File: config.mk
export PLATFORM = sky130hd
export DESIGN_NAME = tx_arbiter_module
export DESIGN_NICKNAME = d
export VERILOG_FILES = /design/src/rtl/tx_arbiter_module.sv
export SDC_FILE = /design/constraint.sdc
export NUM_CORES = 1
export LEC_CHECK = 0
export ABC_CLOCK_PERIOD_IN_PS = 1700
export BUFFER_PORTS_ARGS = -buffer_cell sky130_fd_sc_hd__buf_2
export CORE_MARGIN = 2
export CORE_UTILIZATION = 45
export CTS_CLUSTER_SIZE = 10
export DETAILED_ROUTE_END_ITERATION = 10
export GPL_TIMING_DRIVEN = 0
export PLACE_DENSITY_LB_ADDON = 0.3
export SETUP_SLACK_MARGIN = 0.05
export SLEW_MARGIN = 30
export SYNTH_ARGS = -nofsm -noshare
export SYNTH_HDL_FRONTEND = slang
export SYNTH_SLANG_ARGS = --single-unit
File: constraint.sdc
create_clock -name CLK -period 1.7 [get_ports CLK]
set_input_delay 0.34 -clock CLK [delete_from_list [all_inputs] [get_ports CLK]]
set_output_delay 0.34 -clock CLK [all_outputs]
set_load 0.01 [all_outputs]
File: src/rtl/tx_arbiter_module.sv
// tx_arbiter_module
// Round-robin arbiter that lets four requesters share one UART transmitter.
// One byte is sent per grant. A frame ends on the transmitter's done pulse
// (the requester gets an Ack) or when a cycle budget runs out (Timeout).
//
// Ports:
//   CLK          in   1   system clock, rising edge
//   RSTn         in   1   asynchronous active-low reset
//   Req_Sig      in   4   level requests, bit i = requester i has a byte
//   Req_Data     in  32   byte of requester i on [8i+7:8i]
//   Ack_Sig      out  4   one-cycle pulse, bit i = requester i's byte sent
//   TX_Data      out  8   byte presented to the transmitter
//   TX_En_Sig    out  1   transmitter enable, high for the whole frame
//   TX_Done_Sig  in   1   one-cycle frame-complete pulse from transmitter
//   Busy_Sig     out  1   high whenever the FSM is not in IDLE
//   Grant_Idx    out  2   current or most recent granted requester
//   Timeout_Sig  out  1   one-cycle pulse when a frame is aborted
module tx_arbiter_module #(
    parameter int TIMEOUT_CYC = 60000
) (
    input  logic        CLK,
    input  logic        RSTn,
    input  logic [3:0]  Req_Sig,
    input  logic [31:0] Req_Data,
    output logic [3:0]  Ack_Sig,
    output logic [7:0]  TX_Data,
    output logic        TX_En_Sig,
    input  logic        TX_Done_Sig,
    output logic        Busy_Sig,
    output logic [1:0]  Grant_Idx,
    output logic        Timeout_Sig
);

    typedef enum logic [1:0] {
        IDLE = 2'd0,
        SEND = 2'd1,
        DONE = 2'd2
    } state_t;

    // Last SEND cycle: the counter is 0 in the first SEND cycle, so this
    // value is reached in SEND cycle number TIMEOUT_CYC.
    localparam logic [19:0] TERM_CNT = 20'(TIMEOUT_CYC - 1);

    state_t      state_q, state_d;
    logic [19:0] cnt_q, cnt_d;
    logic [1:0]  last_q, last_d;
    logic [3:0]  ack_d;
    logic [7:0]  tx_data_d;
    logic        tx_en_d;
    logic        busy_d;
    logic [1:0]  grant_d;
    logic        timeout_d;

    logic        rr_found;
    logic [1:0]  rr_idx;
    logic [1:0]  rr_cand;

    // Round-robin search starting just after the last served requester and
    // wrapping back to it, so the last one served has the lowest priority.
    always_comb begin
        rr_found = 1'b0;
        rr_idx   = last_q;
        rr_cand  = last_q;
        for (int i = 1; i <= 4; i++) begin
            rr_cand = last_q + 2'(i);
            if (!rr_found && Req_Sig[rr_cand]) begin
                rr_found = 1'b1;
                rr_idx   = rr_cand;
            end
        end
    end

    // Next-state and next-output logic. Every output is computed here one
    // cycle early and registered below, so nothing combinational leaves the
    // block. The pointer moves on both completion and timeout so a stuck
    // requester cannot hog the transmitter.
    always_comb begin
        state_d   = state_q;
        cnt_d     = cnt_q;
        last_d    = last_q;
        tx_data_d = TX_Data;
        grant_d   = Grant_Idx;
        tx_en_d   = TX_En_Sig;
        busy_d    = Busy_Sig;
        ack_d     = 4'b0000;
        timeout_d = 1'b0;

        case (state_q)
            IDLE: begin
                tx_en_d = 1'b0;
                busy_d  = 1'b0;
                if (rr_found) begin
                    state_d   = SEND;
                    tx_data_d = Req_Data[{rr_idx, 3'b000} +: 8];
                    grant_d   = rr_idx;
                    tx_en_d   = 1'b1;
                    busy_d    = 1'b1;
                    cnt_d     = 20'd0;
                end
            end
            SEND: begin
                cnt_d   = cnt_q + 20'd1;
                tx_en_d = 1'b1;
                busy_d  = 1'b1;
                // Done is tested first so it wins over a coincident timeout.
                if (TX_Done_Sig) begin
                    state_d = DONE;
                    tx_en_d = 1'b0;
                    ack_d   = 4'b0001 << Grant_Idx;
                    last_d  = Grant_Idx;
                end else if (cnt_q == TERM_CNT) begin
                    state_d   = DONE;
                    tx_en_d   = 1'b0;
                    timeout_d = 1'b1;
                    last_d    = Grant_Idx;
                end
            end
            DONE: begin
                state_d = IDLE;
                tx_en_d = 1'b0;
                busy_d  = 1'b0;
                cnt_d   = 20'd0;
            end
            default: begin
                state_d = IDLE;
                tx_en_d = 1'b0;
                busy_d  = 1'b0;
                cnt_d   = 20'd0;
            end
        endcase
    end

    // State and output registers. Reset gives requester 0 first priority by
    // parking the pointer at 3.
    always_ff @(posedge CLK or negedge RSTn) begin
        if (!RSTn) begin
            state_q     <= IDLE;
            cnt_q       <= 20'd0;
            last_q      <= 2'd3;
            Ack_Sig     <= 4'b0000;
            TX_Data     <= 8'h00;
            TX_En_Sig   <= 1'b0;
            Busy_Sig    <= 1'b0;
            Grant_Idx   <= 2'd0;
            Timeout_Sig <= 1'b0;
        end else begin
            state_q     <= state_d;
            cnt_q       <= cnt_d;
            last_q      <= last_d;
            Ack_Sig     <= ack_d;
            TX_Data     <= tx_data_d;
            TX_En_Sig   <= tx_en_d;
            Busy_Sig    <= busy_d;
            Grant_Idx   <= grant_d;
            Timeout_Sig <= timeout_d;
        end
    end

endmodule

==> impl_metrics.ini, run 1 <==
[cts]
cts.htree.levels = 2
hold_buffers = 0
root_buffer = clkbuf_8
cts_buffers = 5
clkTransAtPathRegs_ns = 0.09
clockBufferDepth = 2
clk-insertion-delay-late_ns = 0.30
cts_tree = yes
cts_sinks = 41

[finish]
fin_cells = 387
area_delta_synth_final_pct = 43.96
fin_util_pct = 67.58
multi_input_area_mm2 = 0.001300
nets = 359
n_antenna_cell = 0
drive_gt1_share_pct = 45.94
fillers = 349
fin_area_mm2 = 0.003192
regArea_mm2 = 0.001031

[sta]
max_freq_ghz = 0.5606
setup_viol = 9
skew_ns = 0.008076
period_needed_ns = 1.784
tns_ns = -0.4697
rsz0062_at_grt = true
holdWs_ns = 0.004683
final_hold_viol_count = 0
worst_pin_slew_ns = 0.5151
fin_ws_ns = -0.08390
period_share_pct = 104.9
final-max-slew-violation-count = 0
slew_headroom_pct = 65.66

[min_path]
min_path_type = input pin to async pin

[global_routing]
grt_pass1_wl_mm = 8.611
grt_pass1_vias = 1917
grt_max_degree = 42
grt_overflow_total = 0
grt_usage_pct = 20.28
antenna_found_initial = 0

[critical_path]
worstPathBufferInverterCount = 2
cp.required_ns = 1.89
worstSetupPathType = register to register
cp.arrival_ns = 1.97
crit_path_end_kind = register
path_delay_family = flip-flops
cp_slowest_stage_delay_ns = 0.58
crit_path_max_fanout = 6
path_cells = mux2i_1, a221oi_2, buf_6, buf_12, mux2i_2, a31o_1, a21oi_2
cp_slowest_cell = dfstp_2
cp-start-kind = register

[drt]
routed-via-count = 2120
first_pass_iters = 4
drt-vias-per-instance = 5.478
wl_mm = 5.764
postRouteAntennaNets = 0
drt_iter0_drc = 148
drc = 0
wl_per_cell_um = 14.89

[floorplanning]
core_area_mm2 = 0.004723
dieArea_mm2 = 0.005504
die_h_um = 74.19
pin_count = 56
fp-row-count = 25
die-width_um = 74.19
start_util_pct = 46.94

[power_and_ir_drop]
switchingPower_mw = 1.397
power_density_mw_per_mm2 = 1298
comb_power_share_pct = 44.3
p_clk_share_pct = 23.2
p_seq_share_pct = 32.6
swShare_pct = 33.73
p_leak_nw = 1.448
ir_drop_mv = 0.7541
internal_power_mw = 2.745
power.total_mw = 4.142

[synth]
synthTopCellsByArea = dfrtp_1 (44%), mux2i_1 (8.6%), o21ai_0 (6.3%), nor2_1 (3.7%), a21oi_2 (3.2%)
synth_fp_nets = 270
synth_cells = 230
synth_common_cells = dfrtp_1 (39), o21ai_0 (28), nor2_1 (22)
yosysTopAreaCell = dfrtp_1
synth-edff-count = 0
ys_async_sr_fraction_pct = 100.0
avgSynthCellArea_um2 = 9.640
seq_area_frac_synth_pct = 46.39
yosysUniqueCellTypes = 42
syn-cell-area_mm2 = 0.002217
synth_ff_type = dfrtp_1
ys_ff_latch = 41
yosysWarningCount = 0
yosysMostFrequentCell = dfrtp_1
yosysTopAreaCellShare_pct = 44.02

[placed_design]
numPortBuffers = 55
place_inst = 352
place_congestion = 0.8349
pre_cts_slack_ns = -0.2410
dpl.hpwl_mm = 3.568
placed_area_mm2 = 0.002576

[outcome]
outcome = complete, but fails checks
violations = negative setup slack

[job]
maxCapViolations = 0
worst paths after layout:
check,startpoint,endpoint,slack (ns),cells after the start
min in group CLK,TX_Done_Sig,Timeout_Sig,0.23,2
worst max-delay path,last_q[0],TX_Data[3],-0.08,7
worst min-delay path,RSTn,cnt_q[4],0.005,1
max in group asynchronous,RSTn,cnt_q[7],1.31,1
worst min register to register,Grant_Idx[1],Ack_Sig[1],0.48,1
worst max register to register,last_q[0],TX_Data[3],-0.08,7
worst register-to-register path: stages, from the launching register on:
cell	delay [ns]
dfstp_2	0.58
mux2i_1	0.09
a221oi_2	0.27
buf_6	0.18
buf_12	0.13
mux2i_2	0.19
a31o_1	0.18
a21oi_2	0.04
sequential cells by signal, summed over array words and instances, names as in the netlist:
register	cells
state_q	2
TX_En_Sig	1
Busy_Sig	1
last_q	2
Grant_Idx	2
cnt_q	20
Timeout_Sig	1
Ack_Sig	4
TX_Data	8
per-layer routing:
metal  global-route usage, %  up-vias  routed length [µm]
met3                   5.149        7                 352
li1                        -     1029                   -
met4                   4.646        0                  61
met1                   26.56      999                2484
met2                   33.93       85                2865
met5                       0        -                   0
power groups by stage:
| stage | logic, mW | clock network, mW | registers (mW) |
|---|---|---|---|
| floorplan | 0.881 | 0 | 1.40 |
| global placement | 1.30 | 0 | 1.35 |
| detailed placement | 1.32 | 0 | 1.36 |
| CTS | 1.57 | 0.961 | 1.33 |
| global route | 1.99 | 1.01 | 1.37 |
| finish | 1.83 | 0.960 | 1.35 |
area by class of cell:
type	instances	share of cell area [%]
buffer	13	3.881
clock buffer	5	2.156
clock inverter	3	2.156
inverter	4	0.4704
multi-input combinational	172	40.73
sequential	41	32.30
tap	67	2.626
timing repair buffer	82	15.68
layout by cell type (no fill, tap or decap), drive strengths merged, types with 2 or more instances in the layout:
master,synthesis,final
o21ai,29,29
o31ai,6,6
and3,2,2
a31oi,6,6
nor2b,2,2
inv,4,5
dfrtp,39,39
a21boi,2,2
mux2i,19,19
and2,2,2
bufinv,0,2
dfstp,2,2
nor3,6,6
nand2,15,15
nor3b,2,2
nand3,12,12
nand2b,2,2
a31o,8,8
a21oi,16,16
nand4,4,4
buf,7,89
nor4,5,5
clkbuf,6,11
nor2,22,22
logic make-up (layout without fill, tap and decap cells):
group / count (synthesis) / in the layout / synth area share [%]
and+or+nand+nor: 78 / 78 / 17.55
buffers and inverters: 17 / 107 / 4.796
muxes: 20 / 20 / 9.086
AOI/OAI and AO/OA: 73 / 73 / 21.61
adders and majority gates: 1 / 1 / 0.5642
DFF: 41 / 41 / 46.39
timing repair:
| action | in CTS | in global routing |
|---|---|---|
| endpoints found under the setup margin | 27 | 31 |
| gates resized for setup | 23 | 51 |
| buffers inserted | 14 | 13 |
| pin swaps | 3 | 9 |
| cloned | 0 | 0 |
Note: power is estimated with default switching activity, not from simulation.
==> run 2, diff against run 1 <==
--- a/config.mk
+++ b/config.mk
@@ -5,7 +5,7 @@
 export SDC_FILE = /design/constraint.sdc
 export NUM_CORES = 1
 export LEC_CHECK = 0
-export ABC_CLOCK_PERIOD_IN_PS = 1700
+export ABC_CLOCK_PERIOD_IN_PS = 2100
 export BUFFER_PORTS_ARGS = -buffer_cell sky130_fd_sc_hd__buf_2
 export CORE_MARGIN = 2
 export CORE_UTILIZATION = 45
@@ -13,6 +13,8 @@
 export DETAILED_ROUTE_END_ITERATION = 10
 export GPL_TIMING_DRIVEN = 0
 export PLACE_DENSITY_LB_ADDON = 0.3
+export RECOVER_POWER = 25
+export REMOVE_ABC_BUFFERS = 1
 export SETUP_SLACK_MARGIN = 0.05
 export SLEW_MARGIN = 30
 export SYNTH_ARGS = -nofsm -noshare
==> constraint.sdc (replaced) <==
create_clock -name CLK -period 2.1 [get_ports CLK]
set_input_delay 0.42 -clock CLK [delete_from_list [all_inputs] [get_ports CLK]]
set_output_delay 0.42 -clock CLK [all_outputs]
set_load 0.01 [all_outputs]
==> impl_metrics.ini, run 2 (synthesis gave the netlist of run 1 again) <==
[outcome]
outcome = complete, no violations

[drt]
drt_iter0_drc = 131
drt-vias-per-instance = 5.503
wl_mm = 4.960
routed-via-count = 1937
wl_per_cell_um = 14.09
drc = 0
first_pass_iters = 4
postRouteAntennaNets = 0

[placed_design]
place_inst = 342
place_congestion = 0.7945
dpl.hpwl_mm = 3.545
numPortBuffers = 55

[critical_path]
regToRegSetupSlack_ns = 0.23
crit_cells = 6
cp.required_ns = 2.33
crit_path_end_kind = register
cp-start-kind = register
path_cells = ha_1, nand2_1, nor3_1, nand4_1, a21oi_1, mux2_2
crit_start = cnt_q[0]
endpoint = last_q[0]
path_delay_family = simple AND/OR/NAND/NOR gates
cp_slowest_stage_delay_ns = 0.40
regToRegStartpoint = cnt_q[0]
worstPathBufferInverterCount = 0
cp.arrival_ns = 2.10
r2r_cells = 6
worstReg2RegEnd = last_q[0]
crit_path_max_fanout = 4
worstSetupPathType = register to register
cp_slowest_cell = dfrtp_1

[floorplanning]
core_area_mm2 = 0.004723
dieArea_mm2 = 0.005504
die-width_um = 74.19
start_util_pct = 46.94
fp-row-count = 25
pin_count = 56
die_h_um = 74.19

[sta]
final_hold_viol_count = 0
period_needed_ns = 1.871
setup_viol = 0
skew_ns = 0.01142
rsz0062_at_grt = false
holdWs_ns = 0.2835
period_share_pct = 89.11
worst_pin_slew_ns = 0.9987
final-max-slew-violation-count = 0
max_freq_ghz = 0.5344
slew_headroom_pct = 33.42

[finish]
n_antenna_cell = 0
most-common-layout-cells = buf_2 (54), dfrtp_1 (39), o21ai_0 (28)
area_delta_synth_final_pct = 21.61
fin_cells = 352
largest_reg_flops = 20
nets = 324
layout_commonest_cell = buf_2
top_regs = cnt_q (20), TX_Data (8), Ack_Sig (4)
drive_gt1_share_pct = 30.88
top_register = cnt_q

[min_path]
min_path_type = input pin to async pin

[power_and_ir_drop]
ir_drop_mv = 0.7559
switchingPower_uw = 971.9
power_density_mw_per_mm2 = 1039
p_seq_share_pct = 38.8
internal_power_mw = 1.831
p_leak_nw = 1.204
p_clk_share_pct = 23.6
swShare_pct = 34.68
comb_power_share_pct = 37.6

[global_routing]
grt_usage_pct = 18.72
grt_overflow_total = 0
grt_pass1_vias = 1721
grt_max_degree = 42
antenna_found_initial = 0
grt_pass1_wl_mm = 7.886

[cts]
clockBufferDepth = 2
cts_tree = yes
clkTransAtPathRegs_ns = 0.08
cts_sinks = 41
cts_buffers = 5
cts.htree.levels = 2
clk-insertion-delay-late_ns = 0.30
root_buffer = clkbuf_8

[job]
maxCapViolations = 0
-- run 2: cell types whose count changed in the layout (fill, tap and decap cells not counted), moves of 3 or more --
cell,before,now
buf_4,25,3
buf_6,7,2
clkbuf_4,5,0
mux2i_1,10,19
mux2i_2,9,0
nand3_1,9,12
o21ai_0,23,28
o21ai_1,5,0
-- run 2: area by class of cell --
type | instances | area, µm²
multi-input cells | 172 | 1132
fillers | 420 | 2027
well taps | 67 | 83.83
clock buffers | 7 | 86.33
flip-flops and latches | 41 | 1028
clock inverters | 1 | 30.03
repair buffers | 60 | 320.3
inverters | 4 | 15.01
-- run 2: how the worst min path moves through the flow --
stage,from,end,slack [ns],cells after the start
6_report,RSTn,cnt_q[4],0.28,1
5_1_grt,TX_Done_Sig,Timeout_Sig,0.33,2
4_1_cts,RSTn,cnt_q[19],0.29,1
3_5_place_dp,cnt_q[15],cnt_q[15],0.47,1
3_3_place_gp,cnt_q[15],cnt_q[15],0.47,1
2_1_floorplan,RSTn,Ack_Sig[0],0.12,0
-- run 2: repair_timing --
action / 4_1_cts / 5_1_grt
setup buffers: 2 / 0
hold buffers: 0 / 0
cloned: 0 / 0
gates resized for setup: 1 / 4
pin swaps: 1 / 0
endpoints found under the setup margin: 9 / 12
-- run 2: layer usage --
| layer | vias to the layer above | wire length [µm] | GRT usage [%] |
|---|---|---|---|
| met2 | 47 | 2433 | 30.26 |
| met3 | 9 | 223 | 4.472 |
| met1 | 926 | 2224 | 24.74 |
| met4 | 0 | 79 | 6.465 |
| met5 | - | 0 | 0 |
| li1 | 955 | - | - |
-- run 2: power by group through the flow --
stage	Sequential (mW)	Clock, mW	Combinational (mW)
floorplan	1.14	0	0.627
global placement	1.09	0	0.956
detailed placement	1.10	0	1.02
CTS	1.09	0.663	1.05
global route	1.11	0.702	1.17
finish	1.09	0.661	1.05
-- run 2: per-stage QoR --
step | util [%] | setup WS, ns | total power [mW] | instance area [µm²] | TNS [ns]
5_1_grt | 57.09 | 0.09205 | 2.988 | 2696 | 0
2_1_floorplan | - | -0.5248 | 1.763 | 2126 | -5.230
3_3_place_gp | 52.61 | -1.354 | 2.049 | 2485 | -29.32
4_1_cts | 56.58 | 0.08145 | 2.803 | 2673 | 0
6_report | 57.09 | 0.2288 | 2.803 | 2696 | 0
3_5_place_dp | 53.75 | -0.3477 | 2.117 | 2539 | -2.829
